==> src/rtl/autocat_pkg.sv <==
// Shared types and mask/way-count helpers for the autocat waymask applier.
package autocat_pkg;

  localparam int unsigned CACHE_ASSOCIATIVITY = 16;

  typedef enum logic [1:0] {
    StIdle,
    StSettle,
    StIssue,
    StCooldown
  } applier_state_t;

  // Index of the highest set bit plus one; holes below it are ignored.
  function automatic logic [4:0] mask_to_ways(input logic [15:0] mask);
    logic [4:0] ways;
    ways = '0;
    for (int i = 0; i < 16; i++) begin
      if (mask[i]) ways = 5'(i + 1);
    end
    return ways;
  endfunction

  function automatic logic [15:0] ways_to_mask(input logic [4:0] ways);
    logic [16:0] m;
    m = (17'd1 << ways) - 17'd1;
    return m[15:0];
  endfunction

endpackage

==> src/rtl/autocat_mask_sanitizer.sv <==
// Converts an arbitrary waymask into a way count clamped to [MIN_WAYS, 16].
module autocat_mask_sanitizer
  import autocat_pkg::*;
#(
  parameter int unsigned MIN_WAYS = 1
) (
  input  logic [15:0] mask_i,
  output logic [4:0]  ways_o
);

  logic [4:0] raw_ways;

  always_comb begin
    raw_ways = mask_to_ways(mask_i);
    ways_o   = raw_ways;
    if (raw_ways < 5'(MIN_WAYS)) ways_o = 5'(MIN_WAYS);
  end

endmodule

==> src/rtl/autocat_waymask_applier.sv <==
// Applies autocat waymask suggestions one way at a time, with settle and cooldown
// windows, plus a software override that writes the target mask directly.
module autocat_waymask_applier
  import autocat_pkg::*;
#(
  parameter int unsigned CACHE_ASSOCIATIVITY = 16,
  parameter int unsigned MIN_WAYS            = 1,
  parameter int unsigned STABLE_CYCLES       = 64,
  parameter int unsigned COOLDOWN_CYCLES     = 256,
  parameter int unsigned CNT_WIDTH           = 16
) (
  input  logic        clk_in,
  input  logic        reset_n_in,
  input  logic        enable_in,
  input  logic [15:0] suggested_waymask_in,
  input  logic        override_valid_in,
  input  logic [15:0] override_waymask_in,
  output logic        waymask_wr_valid_out,
  output logic [15:0] waymask_wr_data_out,
  input  logic        waymask_wr_ready_in,
  output logic [15:0] waymask_out,
  output logic        busy_out,
  output logic [31:0] update_count_out
);

  if (CACHE_ASSOCIATIVITY != autocat_pkg::CACHE_ASSOCIATIVITY) begin : g_bad_assoc
    $error("autocat_waymask_applier supports only 16 ways");
  end

  applier_state_t       state_q, state_d;
  logic [CNT_WIDTH-1:0] cnt_q, cnt_d;
  logic [15:0]          latch_q, latch_d;
  logic [15:0]          waymask_q, waymask_d;
  logic [15:0]          wr_data_q, wr_data_d;
  logic [31:0]          upd_q, upd_d;
  logic                 ovr_pend_q, ovr_pend_d;
  logic [15:0]          ovr_mask_q, ovr_mask_d;

  logic [4:0] tgt_ways, ovr_ways, cur_ways, step_ways;
  logic       handshake, ovr_any;

  autocat_mask_sanitizer #(.MIN_WAYS(MIN_WAYS)) u_sugg_sanitizer (
    .mask_i (suggested_waymask_in),
    .ways_o (tgt_ways)
  );

  autocat_mask_sanitizer #(.MIN_WAYS(MIN_WAYS)) u_ovr_sanitizer (
    .mask_i (ovr_mask_q),
    .ways_o (ovr_ways)
  );

  always_comb begin
    cur_ways  = mask_to_ways(waymask_q);
    step_ways = (tgt_ways < cur_ways) ? cur_ways - 5'd1 : cur_ways + 5'd1;
    handshake = (state_q == StIssue) && waymask_wr_ready_in;
    ovr_any   = ovr_pend_q || override_valid_in;
  end

  always_comb begin
    state_d    = state_q;
    cnt_d      = cnt_q;
    latch_d    = latch_q;
    waymask_d  = waymask_q;
    wr_data_d  = wr_data_q;
    upd_d      = upd_q;
    ovr_pend_d = ovr_pend_q;
    ovr_mask_d = ovr_mask_q;

    unique case (state_q)
      StIdle: begin
        if (ovr_pend_q) begin
          wr_data_d  = ways_to_mask(ovr_ways);
          ovr_pend_d = 1'b0;
          state_d    = StIssue;
        end else if (enable_in && (tgt_ways != cur_ways)) begin
          latch_d = suggested_waymask_in;
          cnt_d   = '0;
          state_d = StSettle;
        end
      end
      StSettle: begin
        if (!enable_in || ovr_pend_q) begin
          state_d = StIdle;
        end else if (suggested_waymask_in != latch_q) begin
          latch_d = suggested_waymask_in;
          cnt_d   = '0;
          if (tgt_ways == cur_ways) state_d = StIdle;
        end else if (cnt_q == CNT_WIDTH'(STABLE_CYCLES - 1)) begin
          wr_data_d = ways_to_mask(step_ways);
          state_d   = StIssue;
        end else begin
          cnt_d = cnt_q + 1'b1;
        end
      end
      StIssue: begin
        if (handshake) begin
          waymask_d = wr_data_q;
          upd_d     = (upd_q == '1) ? upd_q : upd_q + 32'd1;
          cnt_d     = '0;
          // A waiting override skips the cooldown of the step it was queued behind.
          state_d   = ovr_any ? StIdle : StCooldown;
        end
      end
      StCooldown: begin
        if (ovr_any || (cnt_q == CNT_WIDTH'(COOLDOWN_CYCLES - 1))) begin
          state_d = StIdle;
        end else begin
          cnt_d = cnt_q + 1'b1;
        end
      end
    endcase

    // Newest override wins, even over one being consumed this cycle.
    if (override_valid_in) begin
      ovr_pend_d = 1'b1;
      ovr_mask_d = override_waymask_in;
    end
  end

  always_ff @(posedge clk_in or negedge reset_n_in) begin
    if (!reset_n_in) begin
      state_q    <= StIdle;
      cnt_q      <= '0;
      latch_q    <= 16'hFFFF;
      waymask_q  <= 16'hFFFF;
      wr_data_q  <= 16'hFFFF;
      upd_q      <= '0;
      ovr_pend_q <= 1'b0;
      ovr_mask_q <= '0;
    end else begin
      state_q    <= state_d;
      cnt_q      <= cnt_d;
      latch_q    <= latch_d;
      waymask_q  <= waymask_d;
      wr_data_q  <= wr_data_d;
      upd_q      <= upd_d;
      ovr_pend_q <= ovr_pend_d;
      ovr_mask_q <= ovr_mask_d;
    end
  end

  assign waymask_wr_valid_out = (state_q == StIssue);
  assign waymask_wr_data_out  = wr_data_q;
  assign waymask_out          = waymask_q;
  assign busy_out             = (state_q != StIdle);
  assign update_count_out     = upd_q;

endmodule

==> config.mk <==
export PLATFORM = sky130hd
export DESIGN_NAME = autocat_waymask_applier
export DESIGN_NICKNAME = d
export VERILOG_FILES = /design/src/rtl/autocat_pkg.sv /design/src/rtl/autocat_mask_sanitizer.sv /design/src/rtl/autocat_waymask_applier.sv
export SDC_FILE = /design/constraint.sdc
export NUM_CORES = 1
export LEC_CHECK = 0
export CAP_MARGIN = 25
export CORE_MARGIN = 4
export CORE_UTILIZATION = 38
export CTS_BUF_LIST = sky130_fd_sc_hd__clkbuf_8
export CTS_CLUSTER_DIAMETER = 60
export CTS_CLUSTER_SIZE = 28
export DETAILED_ROUTE_END_ITERATION = 7
export HOLD_SLACK_MARGIN = 0.02
export PLACE_DENSITY_LB_ADDON = 0.08
export REMOVE_ABC_BUFFERS = 1
export SLEW_MARGIN = 40
export SYNTH_ARGS = -nofsm -noshare
export SYNTH_HDL_FRONTEND = slang
export SYNTH_SLANG_ARGS = --single-unit
==> constraint.sdc <==
create_clock -name clk_in -period 4.5 [get_ports clk_in]
set_clock_uncertainty 0.05 [all_clocks]
set_input_delay 0.45 -clock clk_in [delete_from_list [all_inputs] [get_ports clk_in]]
set_output_delay 0.45 -clock clk_in [all_outputs]
set_load 0.01 [all_outputs]
==> impl_metrics.csv, run 1 <==
group,metric,value,unit
worst_setup_path,cp-start-kind,"flip-flop",
floorplan,rows,46,
worst_setup_path,path_buf_inv,3,
grt,grt_max_degree,50,
sta,worst_slack,0.188,ns
finish,drive_gt1_frac,0.319,
logic_synthesis,synth_seq_area_share,0.466,
worst_setup_path,worst_path_max_delay_cell,"dfstp_2",
power_and_ir_drop,switching_share,0.370,
finish,diodes,0,
worst_hold_path,hold_class,"reg2reg",
worst_setup_path,cp.depth,25,
finish,layout_common_cells,"100 x clkdlybuf4s50_1, 73 x buf_4, 66 x dfrtp_1",
logic_synthesis,ys_warn_count,0,
sta,slew-limit-headroom,0.560,
power_and_ir_drop,power_frac_seq,0.323,
flow_run,cap_violations,0,
logic_synthesis,synth.avg_cell_area,10.4,um2
drt,vias,5152,
floorplan,io_pins,103,
sta,rsz0062_at_grt,"true",
power_and_ir_drop,ir_worst_vdd,0.000235,V
power_and_ir_drop,pwr-share-comb,0.501,
power_and_ir_drop,clock_power_share,0.176,
power_and_ir_drop,finalPower,0.00524,W
worst_setup_path,critPathKind,"reg2reg",
drt,ant_nets,0,
worst_setup_path,critPathTopFamily,"compound AO/OA/AOI/OAI gates",
sta,min_period,4.31,ns
logic_synthesis,synth_edf_count,0,
logic_synthesis,syn_inst,598,
floorplan,die_w,136,um
logic_synthesis,yosys.area.top_type_share,0.264,
grt,grt_pass1_wl,26.2,mm
worst_setup_path,reg2regPathDepth,25,
cts,cts_tree,"yes",
floorplan,start_util,0.390,
worst_setup_path,critical_path.max_fanout,5,
drt,drtIter0Drc,244,
power_and_ir_drop,p_per_area,614,nW/um2
cts,h-tree-depth,4,
drt,avgRoutedWirePerCell,15.6,um
worst_setup_path,crit_end,"waymask_wr_data_out[14]$_DFFE_PN1P_",
sta,drv_slew,0,
finish,final_nets,823,
drt,firstDrtPassIters,4,
cts,clock-sinks,114,
logic_synthesis,syn_area,6250,um2
worst_setup_path,crit_path_frequent_cell,"nor3_2",
place,preCtsSetupSlack,-0.533,ns
cts,clkLatencyLatePin,0.43,ns
finish,final_common_cell,"clkdlybuf4s50_1",
sta,max_freq,232,MHz
logic_synthesis,synth.top_cells.by_area,"dfrtp_1 26%, dfstp_2 20%, mux2_2 8.5%",
grt,grt_pass1_vias,5298,
logic_synthesis,synth.largest_area_cell,"dfrtp_1",
worst_setup_path,r2r_slack,0.19,ns
power_and_ir_drop,p_leak,3.55,nW
sta,setup_viol,0,
grt,overflow,0,
logic_synthesis,synth_top_flop_cell,"dfrtp_1",
worst_setup_path,r2r_start,"waymask_out[1]$_DFFE_PN1P_",
cts,cts_root_buf,"clkbuf_8",
worst_setup_path,max_stage_delay,0.55,ns
floorplan,core_area,16000,um2
place,gp_congestion,0.840,
cts,clkTransAtPathRegs,0.07,ns
worst_setup_path,reg2reg_to,"waymask_wr_data_out[14]$_DFFE_PN1P_",
floorplan,die_h,136,um
sta,hold_viol,0,
sta,tns,0,ns
grt,grt_util_all_layers,0.177,
worst_setup_path,required,4.81,ns
drt,drc,0,
finish,final_util,0.533,
worst_setup_path,critPathArrivalTime,4.62,ns
drt,drt-total-wl,15.6,mm
finish,synthToLayoutAreaGrowth,36.5,%
sta,fin_crit_sh,0.958,
cts,cts_buffers,17,
floorplan,dieArea,18600,um2
drt,viasPerCell,5.14,
place,io_buffers,101,
place,place_hpwl,11.4,mm
logic_synthesis,synth_cell_types,73,
grt,antenna_found_initial,0,
logic_synthesis,synth_seq_cells,114,
worst_setup_path,startpoint,"waymask_out[1]$_DFFE_PN1P_",
cts,max-clock-path-buffers,2,
worst_setup_path,endpoint_kind,"flip-flop",
power_and_ir_drop,p_int,0.00330,W
power_and_ir_drop,p_sw,0.00194,W
sta,tightest_slew,0.660,ns
logic_synthesis,ys_async_sr_fraction,1.00,
status,status,"completed",
## flip-flops by register name (all words and copies together) (netlist names)
signal	count
cnt_q	16
latch_q	16
ovr_mask_q	15
ovr_pend_q	1
state_q	2
update_count_out	32
waymask_out	16
waymask_wr_data_out	16
## logic make-up (layout without fill, tap and decap cells)
group,Yosys count,in the layout,share of synthesized area
flip-flops,114,114,0.466
adder cells (fa/ha/maj),12,12,0.0252
AO/OA/AOI/OAI,115,115,0.132
multiplexers,50,50,0.0895
XOR/XNOR,50,50,0.0701
AND/OR/NAND/NOR,220,220,0.190
buffers and inverters,37,226,0.0268
## cell type report
type | count | area [um2]
clock inverter | 15 | 144
sequential | 114 | 2910
inverter | 18 | 67.6
tap | 216 | 270
multi-input combinational | 447 | 3310
timing repair buffer | 176 | 1580
fill | 1456 | 7480
clock buffer | 17 | 234
## what timing repair did
item | in CTS | in global routing
resized for setup | 30 | 2
cloned | 0 | 0
setup buffers | 12 | 2
endpoints found under the hold margin | 33 | 0
hold buffers | 1 | 0
pin swaps | 23 | 22
setup endpoints to repair | 7 | 7
## metal layers
metal	routed length [um]	track usage	up-vias
li1	-	-	2533
met1	7390	0.234	2524
met2	7420	0.284	89
met3	718	0.0563	6
met4	84	0.0442	0
met5	0	0	-
## power by group through the flow
stage | Sequential [W] | Combinational, W | Clock [W]
2_1_floorplan | 0.00173 | 0.00126 | 0
3_3_place_gp | 0.00169 | 0.00231 | 0
3_5_place_dp | 0.00171 | 0.00234 | 0
4_1_cts | 0.00169 | 0.00261 | 0.000953
5_1_grt | 0.00174 | 0.00288 | 0.00101
6_report | 0.00169 | 0.00262 | 0.000924
## tightest hold or removal path, cell delays in order (launching register included)
cell and delay [ns]:
dfstp_2 0.38, nand2_1 0.05, o31ai_1 0.06
## cells in the mapped netlist, drive strengths merged (2+ instances only)
cell type	n
a211o	2
a211oi	5
a21o	4
a21oi	25
a221oi	4
a22o	14
a22oi	2
a311o	2
a31oi	3
and2	3
and3	10
and4	5
buf	13
clkbuf	6
dfrtp	66
dfstp	48
ha	11
inv	18
mux2	47
mux2i	3
nand2	53
nand2b	6
nand3	26
nand4	8
nor2	46
nor2b	10
nor3	23
nor3b	2
nor4	19
o21ai	31
o21bai	4
o22a	2
o31ai	4
o41ai	2
or3	4
or4	2
xnor2	26
xor2	24
## metrics by stage
step,hold WS (ns),std cells,instance area [um2]
5_1_grt,0.464,1003,8520
2_1_floorplan,0.104,579,6150
3_3_place_gp,0.424,956,7880
4_1_cts,0.434,1001,8500
6_report,0.434,1003,8520
3_5_place_dp,0.423,956,7880
## how the worst min path moves through the flow
stage	start	endpoint	slack (ns)	cells after the start
2_1_floorplan	reset_n_in	cnt_q[0]$_DFFE_PN0P_	0.10	0
3_3_place_gp	waymask_wr_data_out[2]$_DFFE_PN1P_	waymask_wr_data_out[2]$_DFFE_PN1P_	0.42	2
3_5_place_dp	waymask_wr_data_out[13]$_DFFE_PN1P_	waymask_wr_data_out[13]$_DFFE_PN1P_	0.42	2
4_1_cts	waymask_wr_data_out[13]$_DFFE_PN1P_	waymask_wr_data_out[13]$_DFFE_PN1P_	0.43	2
5_1_grt	waymask_wr_data_out[11]$_DFFE_PN1P_	waymask_wr_data_out[11]$_DFFE_PN1P_	0.46	2
6_report	waymask_wr_data_out[13]$_DFFE_PN1P_	waymask_wr_data_out[13]$_DFFE_PN1P_	0.43	2
(Power assumes the default switching activity.)
==> inputs of run 2 (changes only) <==
- CAP_MARGIN: 25 -> 20
- PLACE_DENSITY: not set -> 0.7
- PLACE_DENSITY_LB_ADDON: 0.08 -> not set
==> run 2 against run 1 <==
The run now ends with negative setup slack left; maximum frequency shrank 5.5%; global-route usage grew 0.29 points; clock power grew 6.1%; cell count grew 0.30%; sequential share of layout area shrank 0.66 points; core utilization grew 1.0 points; sequential cell count is the same; non-clock buffer count grew 3; first-iteration DRC count grew 93%; cell area grew 2.0%; die area is the same; critical path type is now in2reg.
==> impl_metrics.csv, run 2 (synthesis results as in run 1) <==
group,metric,value,unit
status,status,"finished with violations",
status,violations,"negative setup slack",
cts,cts_buffers,17,
flow_run,cap_violations,0,
cts,clkTransAtPathRegs,0.06,ns
worst_setup_path,r2r_start,"waymask_out[2]$_DFFE_PN1P_",
drt,drtIter0Drc,471,
finish,synthToLayoutAreaGrowth,39.1,%
worst_setup_path,path_buf_inv,4,
grt,antenna_found_initial,0,
finish,final_util,0.543,
power_and_ir_drop,finalPower,0.00560,W
floorplan,dieArea,18600,um2
finish,fillers,1405,
worst_setup_path,required,4.83,ns
cts,clkLatencyLatePin,0.44,ns
finish,multi_input_area,3410,um2
worst_setup_path,cp-start-kind,"input pin",
finish,layout_common_cells,"96 x clkdlybuf4s50_1, 75 x buf_4, 66 x dfrtp_1",
finish,final_nets,826,
place,place_hpwl,11.5,mm
worst_hold_path,min_path_cells,3,
finish,diodes,0,
finish,drive_gt1_frac,0.332,
grt,overflow,0,
place,io_buffers,101,
sta,tightest_slew,0.777,ns
place,preCtsSetupSlack,-0.565,ns
worst_setup_path,critPathArrivalTime,4.89,ns
drt,avgRoutedWirePerCell,16.5,um
grt,grt_max_degree,69,
worst_setup_path,reg2reg_to,"waymask_wr_data_out[10]$_DFFE_PN1P_",
sta,min_period,4.56,ns
cts,cts_tree,"yes",
worst_setup_path,cp.depth,21,
sta,drv_slew,0,
sta,setup_viol,4,
cts,clock-sinks,114,
grt,grt.met1_usage,0.231,
sta,hold_viol,0,
worst_setup_path,critPathTopFamily,"simple AND/OR/NAND/NOR gates",
worst_setup_path,r2r_slack,-0.05,ns
worst_setup_path,critical_path.max_fanout,4,
place,gp_congestion,0.902,
drt,drc,0,
sta,rsz0062_at_grt,"true",
floorplan,die_h,136,um
worst_setup_path,cp_cell_sequence,"clkdlybuf4s50_1 -> nor4_1 -> buf_4 -> a21oi_1 -> ha_1 -> a21o_1 -> a21oi_1 -> nand2_2 -> inv_4 -> ha_4 -> a21oi_4 -> and3_4 -> a2111o_1 -> nand4_1 -> nor2_2 -> nand3_2 -> ha_4 -> buf_6 -> or3_1 -> a31oi_1 -> o22a_1",
finish,largest_reg_flops,32,
drt,vias,5355,
floorplan,io_pins,103,
drt,firstDrtPassIters,5,
grt,use_met3,0.0392,
worst_setup_path,max_stage_delay,0.47,ns
cts,h-tree-depth,4,
grt,grt_pass1_wl,26.8,mm
sta,hold_ws,0.391,ns
worst_hold_path,hp-start,"suggested_waymask_in[1]",
cts,cts_root_buf,"clkbuf_8",
power_and_ir_drop,p_leak,3.65,nW
floorplan,start_util,0.390,
grt,grt_pass1_vias,5453,
power_and_ir_drop,p_per_area,644,nW/um2
drt,ant_nets,0,
grt,grt.busiest_layer,"met2",
finish,final_common_cell,"clkdlybuf4s50_1",
sta,slew-limit-headroom,0.482,
finish,seq_area,2910,um2
floorplan,core_area,16000,um2
drt,drt-total-wl,16.6,mm
drt,viasPerCell,5.32,
power_and_ir_drop,ir_worst_vdd,0.000302,V
worst_hold_path,hold_end,"latch_q[1]$_DFFE_PN1P_",
floorplan,rows,46,
cts,max-clock-path-buffers,2,
worst_setup_path,reg2regPathDepth,24,
worst_hold_path,hold_class,"in2reg",
sta,worst_slack,-0.0649,ns
sta,max_freq,219,MHz
worst_setup_path,endpoint_kind,"flip-flop",
grt,use_met2,0.298,
sta,fin_crit_sh,1.01,
floorplan,die_w,136,um
worst_setup_path,critPathKind,"in2reg",
grt,grt_util_all_layers,0.180,
worst_setup_path,worst_path_max_delay_cell,"clkdlybuf4s50_1",
-- run 2: worst max-delay path by stage --
stage / endpoint / start / slack, ns
after detailed placement: waymask_wr_data_out[10]$_DFFE_PN1P_ / suggested_waymask_in[1] / -0.56
after global routing: waymask_wr_data_out[14]$_DFFE_PN1P_ / waymask_out[1]$_DFFE_PN1P_ / -0.19
after global placement: waymask_wr_data_out[10]$_DFFE_PN1P_ / suggested_waymask_in[1] / -0.42
after CTS: waymask_wr_data_out[10]$_DFFE_PN1P_ / waymask_out[1]$_DFFE_PN1P_ / -0.01
final: waymask_wr_data_out[10]$_DFFE_PN1P_ / suggested_waymask_in[8] / -0.06
after floorplan: waymask_wr_data_out[14]$_DFFE_PN1P_ / waymask_out[1]$_DFFE_PN1P_ / -0.35
-- run 2: repair_timing --
item,4_1_cts,5_1_grt
gates cloned,0,0
setup buffers,23,3
hold endpoints to repair,0,58
endpoints found under the setup margin,7,11
hold buffers,0,1
pin swaps,21,30
resized for setup,28,27
-- run 2: final cells by class --
type                            instances  area share
Multi-Input combinational cell        447       0.393
Inverter                               18     0.00806
Timing Repair Buffer                  179       0.186
Clock inverter                         13      0.0166
Sequential cell                       114       0.335
Clock buffer                           19      0.0301
Tap cell                              216      0.0311
-- run 2: tightest hold or removal path, stage by stage --
cell and delay (ns):
dlymetal6s2s_1 0.12, buf_4 0.13, mux2_2 0.14
-- run 2: through the flow --
step                      TNS [ns]  instances  cell area [um2]
after floorplan              -1.62        579             6150
after global placement       -2.05        948             7820
after detailed placement     -2.79        948             7820
after CTS                  -0.0325       1003             8530
after global routing         -1.11       1006             8690
final                       -0.142       1006             8690
-- run 2: where the power goes --
part / internal, W / switching [W] / total (W)
combinational: 0.00150 / 0.00142 / 0.00292
sequential: 0.00144 / 0.000264 / 0.00170
clock: 0.000566 / 0.000414 / 0.000980
total: 0.00350 / 0.00210 / 0.00560
-- run 2: layer usage --
layer | vias to the layer above | part of all wire
li1 | 2538 | -
met1 | 2653 | 0.43
met4 | 0 | 0.022
met5 | - | 0
met3 | 32 | 0.039
met2 | 132 | 0.51
==> inputs of run 3 (changes only) <==
- CORE_MARGIN: 4 -> 2
==> run 3 against run 2 <==
The flow still finishes with violations (negative setup slack); clock power is 0.8% higher; register-to-register slack hardly changed; worst setup slack better by 0.0011 ns; combinational power hardly changed; worst hold slack worse by 0.011 ns; clock-buffer cell count stayed put; die area is 5.8% lower; via count is 0.54% higher; maximum frequency hardly changed; sequential share of layout area hardly changed; cell count hardly changed; critical path type is now reg2reg; largest power group unchanged.
==> impl_metrics.csv, run 3 (synthesis results as in run 1) <==
group,metric,value,unit
drt,avgRoutedWirePerCell,16.1,um
finish,fin_cells,1005,
worst_setup_path,cp-start-kind,"flip-flop",
grt,grt_util_all_layers,0.190,
finish,drive_gt1_frac,0.328,
finish,final_common_cell,"clkdlybuf4s50_1",
sta,tightest_slew,0.817,ns
floorplan,dieArea,17500,um2
worst_hold_path,hold_class,"in2reg",
floorplan,io_pins,103,
drt,vias,5384,
worst_hold_path,min_path_cells,3,
power_and_ir_drop,ir_worst_vdd,0.000294,V
worst_setup_path,critPathKind,"reg2reg",
worst_setup_path,endpoint_kind,"flip-flop",
drt,drt-total-wl,16.2,mm
worst_setup_path,critPathArrivalTime,4.90,ns
worst_setup_path,r2r_start,"waymask_out[1]$_DFFE_PN1P_",
floorplan,core_area,16000,um2
sta,max_freq,219,MHz
finish,design_area,8690,um2
floorplan,start_util,0.390,
place,dp.cells,950,
finish,seq_area,2910,um2
grt,grt_pass1_vias,5401,
floorplan,die_h,132,um
place,placed_cell_area,7840,um2
finish,largest_reg_flops,32,
worst_setup_path,r2r_slack,-0.06,ns
finish,synthToLayoutAreaGrowth,39.1,%
place,io_buffers,101,
cts,h-tree-depth,4,
worst_setup_path,startpoint,"waymask_out[1]$_DFFE_PN1P_",
cts,clock-sinks,114,
sta,rsz0062_at_grt,"true",
cts,clkTransAtPathRegs,0.07,ns
flow_run,cap_violations,0,
drt,viasPerCell,5.36,
sta,hold_ws,0.380,ns
drt,firstDrtPassIters,5,
grt,overflow,0,
place,gp_congestion,0.938,
place,place_hpwl,11.3,mm
status,violations,"negative setup slack",
finish,fillers,1390,
finish,final_util,0.543,
status,status,"finished with violations",
sta,min_period,4.56,ns
sta,fin_crit_sh,1.01,
sta,hold_viol,0,
power_and_ir_drop,p_leak,3.64,nW
worst_setup_path,required,4.83,ns
cts,cts_tree,"yes",
sta,worst_slack,-0.0637,ns
grt,grt_pass1_wl,26.6,mm
worst_setup_path,reg2regPathDepth,24,
floorplan,rows,46,
sta,drv_slew,0,
cts,cts_buffers,17,
worst_setup_path,critical_path.max_fanout,5,
grt,antenna_found_initial,0,
place,preCtsSetupSlack,-0.603,ns
power_and_ir_drop,p_per_area,643,nW/um2
drt,ant_nets,0,
finish,final_nets,825,
finish,multi_input_area,3420,um2
sta,setup_viol,1,
grt,grt_max_degree,76,
worst_hold_path,hp-start,"suggested_waymask_in[2]",
cts,cts_root_buf,"clkbuf_8",
finish,layout_common_cells,"97 x clkdlybuf4s50_1, 73 x buf_4, 66 x dfrtp_1",
drt,drc,0,
finish,diodes,0,
drt,drtIter0Drc,371,
cts,clkLatencyLatePin,0.44,ns
cts,max-clock-path-buffers,2,
floorplan,die_w,132,um
sta,slew-limit-headroom,0.454,
[run 3: metal layers]
layer	track usage	wire length [um]	vias to the layer above
li1	-	-	2535
met1	0.231	6990	2648
met2	0.321	8050	172
met3	0.0461	795	29
met4	0.0806	365	0
met5	0	0	-
[run 3: critical path, cell delays in order, from the launching register on]
cell and delay [ns]:
dfstp_2 0.56, nor2_4 0.04, nor3_2 0.13, nor3_2 0.07, nor3_2 0.12, nor3_2 0.07
o31ai_2 0.25, nand2_2 0.14, ha_4 0.29, nor2b_4 0.13, o21ai_2 0.08, nand2_2 0.12
inv_4 0.07, fa_2 0.38, buf_6 0.13, xor2_1 0.17, o221ai_2 0.23, nand4_1 0.21
nor2_2 0.20, nand3_2 0.12, ha_4 0.19, buf_6 0.11, or3_4 0.34, a31oi_4 0.16
o22a_1 0.14
[run 3: cell type report]
| cell class | count | area share |
|---|---|---|
| Clock buffer | 19 | 0.0301 |
| Clock inverter | 13 | 0.0167 |
| Inverter | 18 | 0.00807 |
| Multi-Input combinational cell | 447 | 0.393 |
| Sequential cell | 114 | 0.335 |
| Tap cell | 216 | 0.0311 |
| Timing Repair Buffer | 178 | 0.186 |
[run 3: what timing repair did]
action                                  in CTS  in global routing
pin swaps                                   25                 26
hold endpoints to repair                    66                  0
hold buffers                                 1                  0
resized for setup                           30                 25
endpoints found under the setup margin       7                 12
setup buffers                               18                  6
[run 3: path summary, 6_finish.rpt]
path                                                        to
setup / recovery           waymask_wr_data_out[10]$_DFFE_PN1P_
hold / removal                          latch_q[2]$_DFFE_PN1P_
setup reg to reg           waymask_wr_data_out[10]$_DFFE_PN1P_
hold reg to reg             waymask_wr_data_out[9]$_DFFE_PN1P_
max in group asynchronous           waymask_out[5]$_DFFE_PN1P_
min in group asynchronous               ovr_pend_q$_DFFE_PN0P_
[run 3: per-stage QoR]
step                      power [W]  setup TNS (ns)
after global routing        0.00594          -0.934
final                       0.00559         -0.0637
after CTS                   0.00534          -0.184
after floorplan             0.00299           -1.62
after global placement      0.00390           -1.97
after detailed placement    0.00400           -2.95
[run 3: power breakdown]
| part | internal [W] | leakage, nW | switching, W | total (W) |
|---|---|---|---|---|
| registers | 0.00144 | 1.37 | 0.000263 | 0.00170 |
| clock network | 0.000566 | 0.210 | 0.000422 | 0.000988 |
| logic | 0.00150 | 2.05 | 0.00141 | 0.00290 |
